[src/rtl/alarm_melody_player.sv]
// Alarm melody player: plays an 8-note ROM tune as a square wave while alarmOn is high.
// Define MELODY_LOOP_EN to repeat the tune; otherwise it plays once and waits for alarmOn to drop.
module alarm_melody_player #(
    parameter int unsigned CLK_HZ      = 5000000,
    parameter int unsigned BEAT_CYCLES = 1250000,
    parameter int unsigned GAP_CYCLES  = 125000
) (
    input  logic       fiveMhz,
    input  logic       reset,
    input  logic       alarmOn,
    output logic       pwmSound,
    output logic       pwmControl,
    output logic [9:0] currentNote
);

    localparam logic [22:0] ClkHz     = 23'(CLK_HZ);
    localparam logic [23:0] PlayLast1 = 24'(BEAT_CYCLES - GAP_CYCLES - 1);
    localparam logic [23:0] PlayLast2 = 24'(2 * BEAT_CYCLES - GAP_CYCLES - 1);
    localparam logic [23:0] GapLast   = 24'(GAP_CYCLES - 1);

    typedef enum logic [2:0] {StIdle, StLoad, StDivide, StPlay, StGap, StDone} state_e;

    state_e      state_q;
    logic [2:0]  idx_q;
    logic        two_q;
    logic [10:0] rem_q;
    logic [22:0] dvd_q;
    logic [4:0]  step_q;
    logic [23:0] dur_q;
    logic [23:0] gap_q;
    logic [22:0] tone_q;
    logic        sound_q;
    logic        ctrl_q;
    logic [9:0]  note_q;

    logic [9:0]  rom_freq;
    logic        rom_two;
    logic [11:0] divisor;
    logic [11:0] trial;
    logic        trial_ge;
    logic [23:0] play_last;

    always_comb begin
        rom_freq = 10'd0;
        rom_two  = 1'b0;
        case (idx_q)
            3'd0: rom_freq = 10'd523;
            3'd1: rom_freq = 10'd587;
            3'd2: rom_freq = 10'd659;
            3'd3: rom_freq = 10'd698;
            3'd4: begin rom_freq = 10'd784; rom_two = 1'b1; end
            3'd5: rom_freq = 10'd0;
            3'd6: rom_freq = 10'd880;
            3'd7: begin rom_freq = 10'd988; rom_two = 1'b1; end
            default: rom_freq = 10'd0;
        endcase
    end

    // Restoring divide step: HALF = CLK_HZ / (2*freq), quotient shifts into dvd_q.
    always_comb begin
        divisor   = {1'b0, note_q, 1'b0};
        trial     = {rem_q, dvd_q[22]};
        trial_ge  = (trial >= divisor);
        play_last = two_q ? PlayLast2 : PlayLast1;
    end

    always_ff @(posedge fiveMhz) begin
        if (reset || !alarmOn) begin
            state_q <= StIdle;
            idx_q   <= 3'd0;
            two_q   <= 1'b0;
            rem_q   <= 11'd0;
            dvd_q   <= 23'd0;
            step_q  <= 5'd0;
            dur_q   <= 24'd0;
            gap_q   <= 24'd0;
            tone_q  <= 23'd0;
            sound_q <= 1'b0;
            ctrl_q  <= 1'b0;
            note_q  <= 10'd0;
        end else begin
            unique case (state_q)
                StIdle: state_q <= StLoad;
                StLoad: begin
                    note_q  <= rom_freq;
                    two_q   <= rom_two;
                    rem_q   <= 11'd0;
                    dvd_q   <= ClkHz;
                    step_q  <= 5'd0;
                    dur_q   <= 24'd0;
                    tone_q  <= 23'd0;
                    sound_q <= 1'b0;
                    ctrl_q  <= 1'b0;
                    state_q <= (rom_freq != 10'd0) ? StDivide : StPlay;
                end
                StDivide: begin
                    rem_q  <= trial_ge ? 11'(trial - divisor) : trial[10:0];
                    dvd_q  <= {dvd_q[21:0], trial_ge};
                    step_q <= step_q + 5'd1;
                    if (step_q == 5'd22) begin
                        ctrl_q  <= 1'b1;
                        state_q <= StPlay;
                    end
                end
                StPlay: begin
                    dur_q <= dur_q + 24'd1;
                    if (note_q != 10'd0) begin
                        if (tone_q == dvd_q - 23'd1) begin
                            tone_q  <= 23'd0;
                            sound_q <= ~sound_q;
                        end else begin
                            tone_q <= tone_q + 23'd1;
                        end
                    end
                    if (dur_q == play_last) begin
                        sound_q <= 1'b0;
                        ctrl_q  <= 1'b0;
                        gap_q   <= 24'd0;
                        state_q <= StGap;
                    end
                end
                StGap: begin
                    gap_q <= gap_q + 24'd1;
                    if (gap_q == GapLast) begin
                        idx_q <= idx_q + 3'd1;
`ifdef MELODY_LOOP_EN
                        state_q <= StLoad;
`else
                        if (idx_q == 3'd7) begin
                            note_q  <= 10'd0;
                            state_q <= StDone;
                        end else begin
                            state_q <= StLoad;
                        end
`endif
                    end
                end
                StDone: state_q <= StDone;
                default: state_q <= StIdle;
            endcase
        end
    end

    assign pwmSound    = sound_q;
    assign pwmControl  = ctrl_q;
    assign currentNote = note_q;

endmodule

[config.mk]
export PLATFORM = sky130hd
export DESIGN_NAME = alarm_melody_player
export DESIGN_NICKNAME = d
export VERILOG_FILES = /design/src/rtl/alarm_melody_player.sv
export SDC_FILE = /design/constraint.sdc
export NUM_CORES = 1
export LEC_CHECK = 0
export ABC_CLOCK_PERIOD_IN_PS = 4550
export CAP_MARGIN = 5
export CORE_MARGIN = 4
export CORE_UTILIZATION = 68
export DETAILED_ROUTE_END_ITERATION = 8
export PLACE_DENSITY = 0.86
export SYNTH_ARGS = -nofsm -noshare
export SYNTH_HDL_FRONTEND = slang
export SYNTH_SLANG_ARGS = --single-unit
export TNS_END_PERCENT = 30
[constraint.sdc]
create_clock -name fiveMhz -period 4.55 [get_ports fiveMhz]
set_clock_uncertainty 0.2 [all_clocks]
set_input_delay 0.6825 -clock fiveMhz [delete_from_list [all_inputs] [get_ports fiveMhz]]
set_output_delay 0.6825 -clock fiveMhz [all_outputs]
set_load 0.005 [all_outputs]
======== Yosys cells after proc, flatten, opt, wreduce, memory -nomap -nowiden ========
Index checks and enable logic that the tools add are counted.
cells by class
  $add $sub $neg .......................... 7
  eq/ne operators ......................... 23
  bitwise operators ....................... 1
  reduce and logical (&&, ||, !) cells .... 19
  magnitude comparators ................... 1
  multiplexer cells ....................... 29
operators with widths
  operator                                                              count
  24-bit case mux with 2 select lines                                   2
  23-bit case mux with 2 select lines                                   2
  10-bit case mux with 8 select lines                                   1
  24-bit by 1-bit adder with 24-bit output, second input constant       2
  23-bit two-way mux                                                    2
  24-bit by 17-bit == test with 1-bit output, second input constant     1
  24-bit by 22-bit == test with 1-bit output                            1
  24-bit two-way mux                                                    1
  23-bit by 1-bit adder with 23-bit output, second input constant       1
  23-bit == test                                                        1
  23-bit by 1-bit subtractor with 23-bit output, second input constant  1
  22-bit two-way mux                                                    1
  11-bit case mux with 2 select lines                                   1
  10-bit two-way mux                                                    2
  10-bit case mux with 2 select lines                                   1
  10-bit nonzero test                                                   2
  3-bit == test, second input constant                                  6
  3-bit case mux with 6 select lines                                    1
  3-bit by 2-bit == test with 1-bit output, second input constant       4
  12-bit by 11-bit >= comparator with 1-bit output                      1
  3-bit two-way mux                                                     4
  3-bit AND reduction                                                   4
  11-bit two-way mux                                                    1
  11-bit subtractor                                                     1
  18 further kinds                                                      36
word-level totals
  register bits ........................... 129
  word-level logic and storage cells ...... 92
  input bits .............................. 3
  output and inout port bits .............. 12

======== Longest topological paths before layout ========
Gate-level depths: netlist (run 1).
  depth in word-level cells ............... 6
  gate-level depth with buffers ........... 11
  gate-level depth less buffers ........... 11

======== Worst setup path before layout (run 1) ========
OpenSTA, ideal clock, no wires.
  path type ............................... register -> register
  start ................................... register dvd_q[11]
  end ..................................... register sound_q, in the netlist pwmSound
  required time ........................... 4.223 ns
  cell stages (with the launch flop) ...... 11
  clock period less this slack ............ 2.883 ns
  arrival ................................. 2.556 ns
  library setup time ...................... 0.127 ns
  buffers on the path ..................... 2
  slack ................................... 1.667 ns
  cells stage by stage .................... dfxtp_1 buf_6 or3_4 nand2b_1 or4_1 a32o_1 nor4_4 nand4_4 buf_6 o2111ai_1 nand3_1
between the ends
  cells in the longest elaborated chain, start to end .. 4
ends and longest elaborated chain
  item                                           line  RTL
  start: declaration                             27    logic [22:0] dvd_q;
  start signal: assignment                       88    dvd_q <= ClkHz;
  start signal: assignment                       98    dvd_q <= {dvd_q[21:0], trial_ge};
  23-bit by 1-bit subtractor with 23-bit output  108   if (tone_q == dvd_q - 23'd1) begin
  23-bit == test                                 108
  3-bit != test (no line)                        -
  3-bit AND reduction (no line)                  -
  end signal: assignment                         110   sound_q <= ~sound_q;
  end: declaration                               32    logic sound_q;
Every way passes these cells.
A chain may end at the register's enable or synchronous reset.

======== Final worst setup path (run 1) ========
  start ................................... register dvd_q[0]
  end ..................................... register tone_q[14]
between the ends
  cells in the longest elaborated chain, start to end .. 5
ends and longest elaborated chain
  item                                           line  RTL
  23-bit by 1-bit subtractor with 23-bit output  108
  23-bit == test                                 108
  23-bit two-way mux                             108
  23-bit two-way mux                             107   if (note_q != 10'd0) begin
  23-bit case mux with 2 select lines            82    unique case (state_q)
  end signal: assignment                         112   tone_q <= tone_q + 23'd1;
  end: declaration                               31    logic [22:0] tone_q;
Every way passes these cells. The select of a mux whose other input is x is not followed.

==> impl_results.md, run 1 <==
* Outcome: finished, final reports clean
* Most frequent cell after synthesis: dfxtp_1
* Initial antenna violation count at 0
* VDD IR max at 324 µV
* Register area at 2580 µm²
* PwrDens at 327 nW/µm²
* RSZ-0062 raised after global routing: false
* Via count at 7295
* # hold bufs at CTS at 0
* CTS tree: built
* Setup tns final at 0 ns
* Top Ports at 15
* Fin. Hold Viols at 0
* Root Buffer: clkbuf_8
* Nets at 973
* Relative slew slack at 0.147
* Synth Register Bits at 129
* Post-route minimum period at 3.51 ns
* Main synth FF type: dfxtp_1
* Post-CTS setup buffers at 0
* Share of layout cells above drive strength 1 at 0.0781
* Max cap viols at 0
* Reg2reg start: dvd_q[0]
* Post-synthesis cell area at 7540 µm²
* Post-route ant nets at 0
* Worst-margin pin slew at 1.28 ns
* Initial core utilization at 0.695
* DIE HEIGHT at 113 µm
* Async SR Flop Fraction at 0
* WS Path Type: reg2reg
* Inst Count DP at 1068
* Cells after Synth at 962
* Clk_lat worst skew at 0.55 ns
* H-tree depth at 4
* Commonest cells post-synth: dfxtp_1, nor2_1, nand2_1
* I/O Buffers at 14
* Core ar. at 10800 µm²
* Leakage at 2.79 nW
* Netlist cell types at 66
* Period utilization at 0.772
* Final setup vio count at 0
* DRC errors left at 0
* Worst hold path type: reg2reg
* Min-delay src: currentNote[7]
* Startpoint Class: flop
* Vias in the first global route at 6956
* Synth area leader: dfxtp_1
* Post-CTS resize count at 0
* Worst EP arrival at 3.74 ns
* Worst hold margin at 0.272 ns
* Largest net degree at the start of global routing at 62
* Worst R2R Setup Slack at 1.04 ns
* Number of DRC markers in iteration 0 at 681
* Wire length of the first global-routing pass at 32.3 mm
* CTS Buf Count at 17
* Clk slew on worst S/H paths at 0.06 ns
* Global route overflow at 0
* Area of the multi-input gates at 4640 µm²
* Chip Width at 113 µm
* Die ar. at 12800 µm²
* CP max FO at 28
* Finished Layout Cells at 1100
* Area Overhead vs Synth at 10.2%
* Layout Utilization at 0.767
* Final setup margin at 1.04 ns
* Synth Warn # at 0
* Count of pins over their slew limit at 0
* Final WL at 18.9 mm
* Syn Nets at 988
* Antenna fix cells at 0
* Clock Sinks at 129
* Vias per cell at 6.63
* Post-DP HPWL at 12.8 mm
* Power Total at 2.72 mW
* DRT Pass-1 Iters at 6
* Clock buffer depth at 2
* Design Area, Final at 8310 µm²
* CP Capture Type: flop
* Area share of the largest cell type after synthesis at 0.343
* Sequential cell area fraction in the yosys report at 0.343
* Data required time of the critical path at 4.77 ns
* Post-synth EDFFs at 0
* Total track usage at 0.305
* RD Place Congestion at 0.965
* Fmax at 0.285 GHz
* Pre-CTS setup slack at 1.11 ns
* Placed Area at 7700 µm²
* WL per Instance at 17.1 µm
* Origin of the worst setup path: dvd_q[0]
* Site row count at 38
* Fillers at 780
* Mean cell area of the mapped netlist at 7.84 µm²
* Area contributors post-synth: dfxtp_1, nor2_1, nand2_1, nand3_1, a21oi_1
[path summary, 6_finish.rpt]
check                                      end  cells past startpoint
worst max-delay path                tone_q[14]                     10
worst min-delay path            currentNote[7]                      2
worst max register to register      tone_q[14]                     10
worst min register to register  currentNote[7]                      2
[placed cells by master (no fill, tap or decap), types with 22 or more instances in the layout]
master / instances
nor2_1: 117
nand3_1: 62
and3_1: 23
nand2_1: 88
inv_1: 29
nand4_1: 25
dfxtp_1: 129
ha_1: 22
a21oi_1: 61
o21ai_0: 37
xnor2_1: 26
[registers in the layout (all words and copies together), names as in the netlist]
| register | count |
|---|---|
| step_q | 5 |
| currentNote | 10 |
| dvd_q | 23 |
| pwmSound | 1 |
| state_q | 3 |
| pwmControl | 1 |
| gap_q | 24 |
| dur_q | 24 |
| tone_q | 23 |
| idx_q | 3 |
| two_q | 1 |
| rem_q | 11 |
[power by group]
group	total [mW]	internal [mW]	switching (mW)
clock network	1.40	0.858	0.542
registers	1.15	1.14	0.0121
logic	0.173	0.0635	0.110
[layout make-up]
class / instances / share of cell area
timing repair buffer: 22 / 0.0241
sequential: 129 / 0.311
tap: 140 / 0.0211
clock inverter: 14 / 0.0217
clock buffer: 18 / 0.0515
inverter: 29 / 0.0131
multi-input combinational: 748 / 0.558
[critical path, stage by stage, from the launching register on]
cell	delay [ns]
dfxtp_1	0.46
inv_1	0.07
ha_1	0.26
nor4b_2	0.23
and2_1	0.22
a2111oi_0	0.44
nand4_1	0.22
nor4_4	0.35
nand4_4	0.39
nand3_1	0.40
o21ai_0	0.14
[cell families (layout without fill, tap and decap cells)]
family | after synthesis | in the layout | synth area share
simple gates | 452 | 452 | 0.314
mux | 26 | 26 | 0.0357
fa+ha+maj | 23 | 23 | 0.0392
xor+xnor | 41 | 41 | 0.0476
flops | 129 | 129 | 0.343
buf+inv | 85 | 83 | 0.0451
compound gates | 206 | 206 | 0.176
[layer usage]
metal  GRT usage  vias to the layer above  wire [µm]
met5           0                        -          0
met4       0.164                        0        680
met3      0.0647                       58       1020
met2       0.515                      299       9200
met1       0.362                     3458       7950
li1            -                     3480          -
Power figures use the tool's default switching activity.
==> run 2, diff against run 1 <==
ABC_CLOCK_PERIOD_IN_PS = 3030   (was 4550)
CORE_UTILIZATION = 57   (was 68)
PLACE_DENSITY = 0.77   (was 0.86)
clock period = 3.03 ns   (was 4.55 ns; I/O delays follow)
==> impl_results.md, run 2 (synthesis gave the netlist of run 1 again) <==
* Outcome: finished, final reports clean (unchanged)
* CTS tree: built (unchanged)
* CP Capture Type: flop (unchanged)
* H-tree depth at 4 (unchanged)
* Largest regs: dur_q x24, gap_q x24 (unchanged)
* Count of pins over their slew limit at 0 (unchanged)
* Period utilization at 0.959 (was 0.772)
* Site row count at 41 (was 38)
* Vias in the first global route at 6758 (was 6956)
* Clock buffer depth at 2 (unchanged)
* Relative slew slack at 0.485 (was 0.147)
* Via count at 7256 (was 7295)
* Root Buffer: clkbuf_16 (was clkbuf_8)
* CP max FO at 9 (was 28)
* Worst EP arrival at 3.00 ns (was 3.74 ns)
* Post-DP HPWL at 12.9 mm (was 12.8 mm)
* Data required time of the critical path at 3.12 ns (was 4.77 ns)
* Area Overhead vs Synth at 18.0% (was 10.2%)
* Startpoint Class: flop (unchanged)
* Total track usage at 0.254 (was 0.305)
* Number of DRC markers in iteration 0 at 494 (was 681)
* Nets at 1036 (was 973)
* Clock Sinks at 129 (unchanged)
* Most frequent cells in the layout: dfxtp_1, nor2_1, nand2_1, buf_4 (was dfxtp_1, nor2_1, nand2_1, nand3_1, a21oi_1)
* Worst hold path type: reg2reg (unchanged)
* DIE HEIGHT at 123 µm (was 113 µm)
* Antenna fix cells at 0 (unchanged)
* DRT Pass-1 Iters at 5 (was 6)
* DRC errors left at 0 (unchanged)
* Clk slew on worst S/H paths at 0.06 ns (about the same)
* Worst R2R Path Depth at 11 (was 10)
* VDD IR max at 345 µV (was 324 µV)
* PwrDens at 450 nW/µm² (was 327 nW/µm²)
* Design Area, Final at 8900 µm² (was 8310 µm²)
* Global route overflow at 0 (unchanged)
* Final WL at 18.7 mm (was 18.9 mm)
* WS Path Type: reg2reg (unchanged)
* Largest net degree at the start of global routing at 48 (was 62)
* Chip Width at 123 µm (was 113 µm)
* Final setup vio count at 0 (unchanged)
* Hold path depth at 2 (unchanged)
* Worst-margin pin slew at 0.772 ns (was 1.28 ns)
* RSZ-0062 raised after global routing: true (was false)
* Initial antenna violation count at 0 (unchanged)
* Share of layout cells above drive strength 1 at 0.147 (was 0.0781)
* Post-route minimum period at 2.91 ns (was 3.51 ns)
* Post-route ant nets at 0 (unchanged)
* Initial core utilization at 0.590 (was 0.695)
* Max cap viols at 0 (unchanged)
* WL per Instance at 15.6 µm (was 17.1 µm)
* Leakage at 3.12 nW (was 2.79 nW)
* # hold bufs at CTS at 0 (unchanged)
* RD Place Congestion at 0.878 (was 0.965)
* Top Ports at 15 (unchanged)
* I/O Buffers at 14 (unchanged)
* Wire length of the first global-routing pass at 31.2 mm (was 32.3 mm)
* CTS Buf Count at 17 (unchanged)
* Clk_lat worst skew at 0.42 ns (was 0.55 ns)
* Fmax at 0.344 GHz (was 0.285 GHz)
* Most common cell after layout, fill and taps aside: dfxtp_1 (unchanged)
* Placed Area at 8200 µm² (was 7700 µm²)
* Fin. Hold Viols at 0 (unchanged)
* Die ar. at 15100 µm² (was 12800 µm²)
* Vias per cell at 6.07 (was 6.63)
* Setup tns final at 0 ns (unchanged)
* Core ar. at 12800 µm² (was 10800 µm²)
==> run 2: path summary, 6_finish.rpt <==
check / end / slack [ns] / start
hold reg to reg: rem_q[5] / 0.28 / rem_q[5]
setup reg to reg: tone_q[6] / 0.12 / dvd_q[0]
setup / recovery: tone_q[6] / 0.12 / dvd_q[0]
hold / removal: rem_q[5] / 0.28 / rem_q[5]
==> run 2: area by class of cell <==
type | instances | area, µm²
clock buffers | 21 | 470
flip-flops and latches | 129 | 2580
fillers | 1025 | 3880
well taps | 172 | 215
multi-input cells | 748 | 4720
repair buffers | 85 | 692
inverters | 29 | 109
clock inverters | 11 | 103
==> run 2: timing repair <==
item / in CTS / in global routing
buffers inserted: 0 / 2
setup endpoints to repair: 0 / 24
resized for setup: 0 / 23
endpoints found under the hold margin: 0 / 0
==> run 2: worst max-delay path, stage by stage (launching register included) <==
cell,delay (ns)
dfxtp_2,0.32
buf_4,0.15
nor3_4,0.22
buf_4,0.19
xnor2_1,0.09
a2111oi_2,0.36
nand4_1,0.21
nor4_4,0.33
nand4_4,0.24
buf_6,0.22
a32oi_1,0.19
a21oi_1,0.08
==> run 2: power breakdown <==
group	internal (mW)	switching (mW)	leakage (nW)	total (mW)
registers	1.71	0.0124	1.04	1.72
clock network	1.20	0.783	0.276	1.98
logic	0.125	0.181	1.81	0.306
total	3.03	0.976	3.12	4.00
==> run 2: routing by layer <==
layer | track usage | wire length (µm) | up-vias
met2 | 0.432 | 9060 | 158
li1 | - | - | 3604
met3 | 0.0531 | 687 | 35
met1 | 0.315 | 8510 | 3459
met5 | 0 | 0 | -
met4 | 0.101 | 417 | 0
==> run 2: through the flow <==
| stage | util | power [mW] | setup slack, ns | hold WS, ns | std cells |
|---|---|---|---|---|---|
| floorplan | - | 1.96 | 0.147 | 0.243 | 962 |
| global placement | 0.642 | 2.05 | 0.0950 | 0.257 | 1161 |
| detailed placement | 0.642 | 2.05 | 0.0652 | 0.273 | 1161 |
| CTS | 0.687 | 4.03 | 0.0434 | 0.285 | 1193 |
| global route | 0.697 | 4.15 | -0.0578 | 0.304 | 1195 |
| finish | 0.697 | 4.00 | 0.123 | 0.283 | 1195 |
==> run 3, diff against run 2 <==
CORE_UTILIZATION = 59   (was 57)
CTS_BUF_LIST = sky130_fd_sc_hd__clkbuf_2   (was default)
PLACE_DENSITY = 0.79   (was 0.77)
==> impl_results.md, run 3 (synthesis gave the netlist of run 1 again) <==
* Via count at 7264 (was 7256)
* Clock buffer depth at 2 (unchanged)
* Power Total at 3.09 mW (was 4.00 mW)
* Count of pins over their slew limit at 0 (unchanged)
* Finished Layout Cells at 1196 (was 1195)
* Data required time of the critical path at 3.45 ns (was 3.12 ns)
* Initial antenna violation count at 0 (unchanged)
* H-tree depth at 4 (unchanged)
* Min-delay src: currentNote[7] (was rem_q[5])
* Number of DRC markers in iteration 0 at 592 (was 494)
* Fmax at 0.333 GHz (was 0.344 GHz)
* Period utilization at 0.991 (was 0.959)
* Nets at 1038 (was 1036)
* Leakage at 3.01 nW (was 3.12 nW)
* Total track usage at 0.257 (was 0.254)
* RSZ-0062 raised after global routing: true (unchanged)
* DRC errors left at 0 (unchanged)
* VDD IR max at 255 µV (was 345 µV)
* Wire length of the first global-routing pass at 31.1 mm (was 31.2 mm)
* Global route overflow at 0 (unchanged)
* Vias per cell at 6.07 (about the same)
* Worst hold path type: reg2reg (unchanged)
* Setup tns final at 0 ns (unchanged)
* Max cap viols at 0 (unchanged)
* Site row count at 41 (unchanged)
* Clock Sinks at 129 (unchanged)
* Antenna fix cells at 0 (unchanged)
* CTS Buf Count at 17 (unchanged)
* CP max FO at 8 (was 9)
* Share of layout cells above drive strength 1 at 0.145 (was 0.147)
* DIE HEIGHT at 121 µm (was 123 µm)
* Clk_lat worst skew at 0.73 ns (was 0.42 ns)
* Reg2reg start: dvd_q[12] (was dvd_q[0])
* Critical path cell sequence: or3_4, nand2b_4, or4_4, a32o_2, nor4_4, buf_4, nand4_4, buf_6, o211ai_1, o31ai_1 (was buf_4, nor3_4, buf_4, xnor2_1, a2111oi_2, nand4_1, nor4_4, nand4_4, buf_6, a32oi_1, a21oi_1)
* DRT Pass-1 Iters at 5 (unchanged)
* Worst EP arrival at 3.42 ns (was 3.00 ns)
* Fin. Hold Viols at 0 (unchanged)
* CTS tree: built (unchanged)
* Chip Width at 121 µm (was 123 µm)
* Largest net degree at the start of global routing at 76 (was 48)
* Die ar. at 14600 µm² (was 15100 µm²)
* Initial core utilization at 0.600 (was 0.590)
* Clk slew on worst S/H paths at 0.21 ns (was 0.06 ns)
* CP peak stage delay at 0.48 ns (was 0.36 ns)
* Post-DP HPWL at 12.9 mm (about the same)
* Final WL at 18.5 mm (was 18.7 mm)
* Worst-margin pin slew at 0.785 ns (was 0.772 ns)
* Core ar. at 12600 µm² (was 12800 µm²)
* Relative slew slack at 0.475 (was 0.485)
* WS Path Type: reg2reg (unchanged)
* WL per Instance at 15.5 µm (was 15.6 µm)
* Inst Count DP at 1159 (was 1161)
* Area Overhead vs Synth at 13.7% (was 18.0%)
* Final setup vio count at 0 (unchanged)
* Origin of the worst setup path: dvd_q[12] (was dvd_q[0])
* RD Place Congestion at 0.886 (was 0.878)
* Vias in the first global route at 6649 (was 6758)
* Most common cell after layout, fill and taps aside: dfxtp_1 (unchanged)
* Post-route minimum period at 3.00 ns (was 2.91 ns)
* Outcome: finished, final reports clean (unchanged)
* Largest regs: dur_q x24, gap_q x24 (unchanged)
* Post-route ant nets at 0 (unchanged)
* CP Capture Type: flop (unchanged)
* Startpoint Class: flop (unchanged)
* Layout Utilization at 0.682 (was 0.697)
* Most frequent cells in the layout: dfxtp_1, nor2_1, nand2_1, buf_4 (unchanged)
* Crit path max-delay cell type: or4_4 (was a2111oi_2)
* PwrDens at 360 nW/µm² (was 450 nW/µm²)
* I/O Buffers at 14 (unchanged)
* Top Ports at 15 (unchanged)
* Root Buffer: clkbuf_2 (was clkbuf_16)
==> run 3: changes by cell type in the layout (fill, tap and decap cells not counted), sizes merged <==
cell / before / now
buf: 71 / 72
bufinv: 1 / 2
clkbuf: 21 / 17
clkinv: 4 / 5
clkinvlp: 3 / 4
nand4: 27 / 28
==> run 3: what timing repair did <==
item                                    in CTS  in global routing
endpoints found under the setup margin       8                 24
hold buffers                                 0                  0
resized for setup                            1                 18
endpoints found under the hold margin        0                  0
cloned                                       0                  1
pin swaps                                    0                  9
buffers inserted                             0                  5
==> run 3: final timing paths <==
path	cells past startpoint	slack, ns	endpoint
worst min register to register	2	0.28	currentNote[7]
worst max register to register	10	0.03	tone_q[7]
worst max-delay path	10	0.03	tone_q[7]
worst min-delay path	2	0.28	currentNote[7]
==> run 3: layout make-up <==
class	count	area, µm²
clock buffers	17	85.1
clock inverters	14	139
fillers	1052	4000
inverters	29	109
multi-input cells	749	4720
flip-flops and latches	129	2580
well taps	172	215
repair buffers	86	717
==> run 3: critical path, delay by kind of cell (launching register included) <==
kind                   cells  cell delay [ns]
AO/OA/AOI/OAI              3             0.41
flip-flops                 1             0.38
AND/OR/NAND/NOR            5             1.51
buffers and inverters      2             0.40
==> run 3: stage by stage <==
step / instance area (µm²) / setup slack, ns / hold WS, ns
after detailed placement: 8210 / -0.0325 / 0.264
after CTS: 8440 / 0.00681 / 0.287
after global placement: 8210 / 0.0543 / 0.257
after global routing: 8570 / -0.0674 / 0.326
final: 8570 / 0.0266 / 0.284
after floorplan: 7540 / 0.147 / 0.243
==> run 3: power by group <==
part,leakage [nW],switching (mW),total [mW],internal [mW]
Combinational,1.84,0.187,0.320,0.133
Sequential,1.04,0.0132,1.72,1.71
Clock,0.128,0.674,1.04,0.370
Total,3.01,0.874,3.09,2.21
==> run 3: routing by layer <==
layer  vias up  track usage  part of all wire
li1       3606            -                 -
met1      3418        0.322              0.44
met2       194        0.435              0.49
met3        46       0.0522             0.043
met4         0       0.0949             0.029
met5         -            0                 0
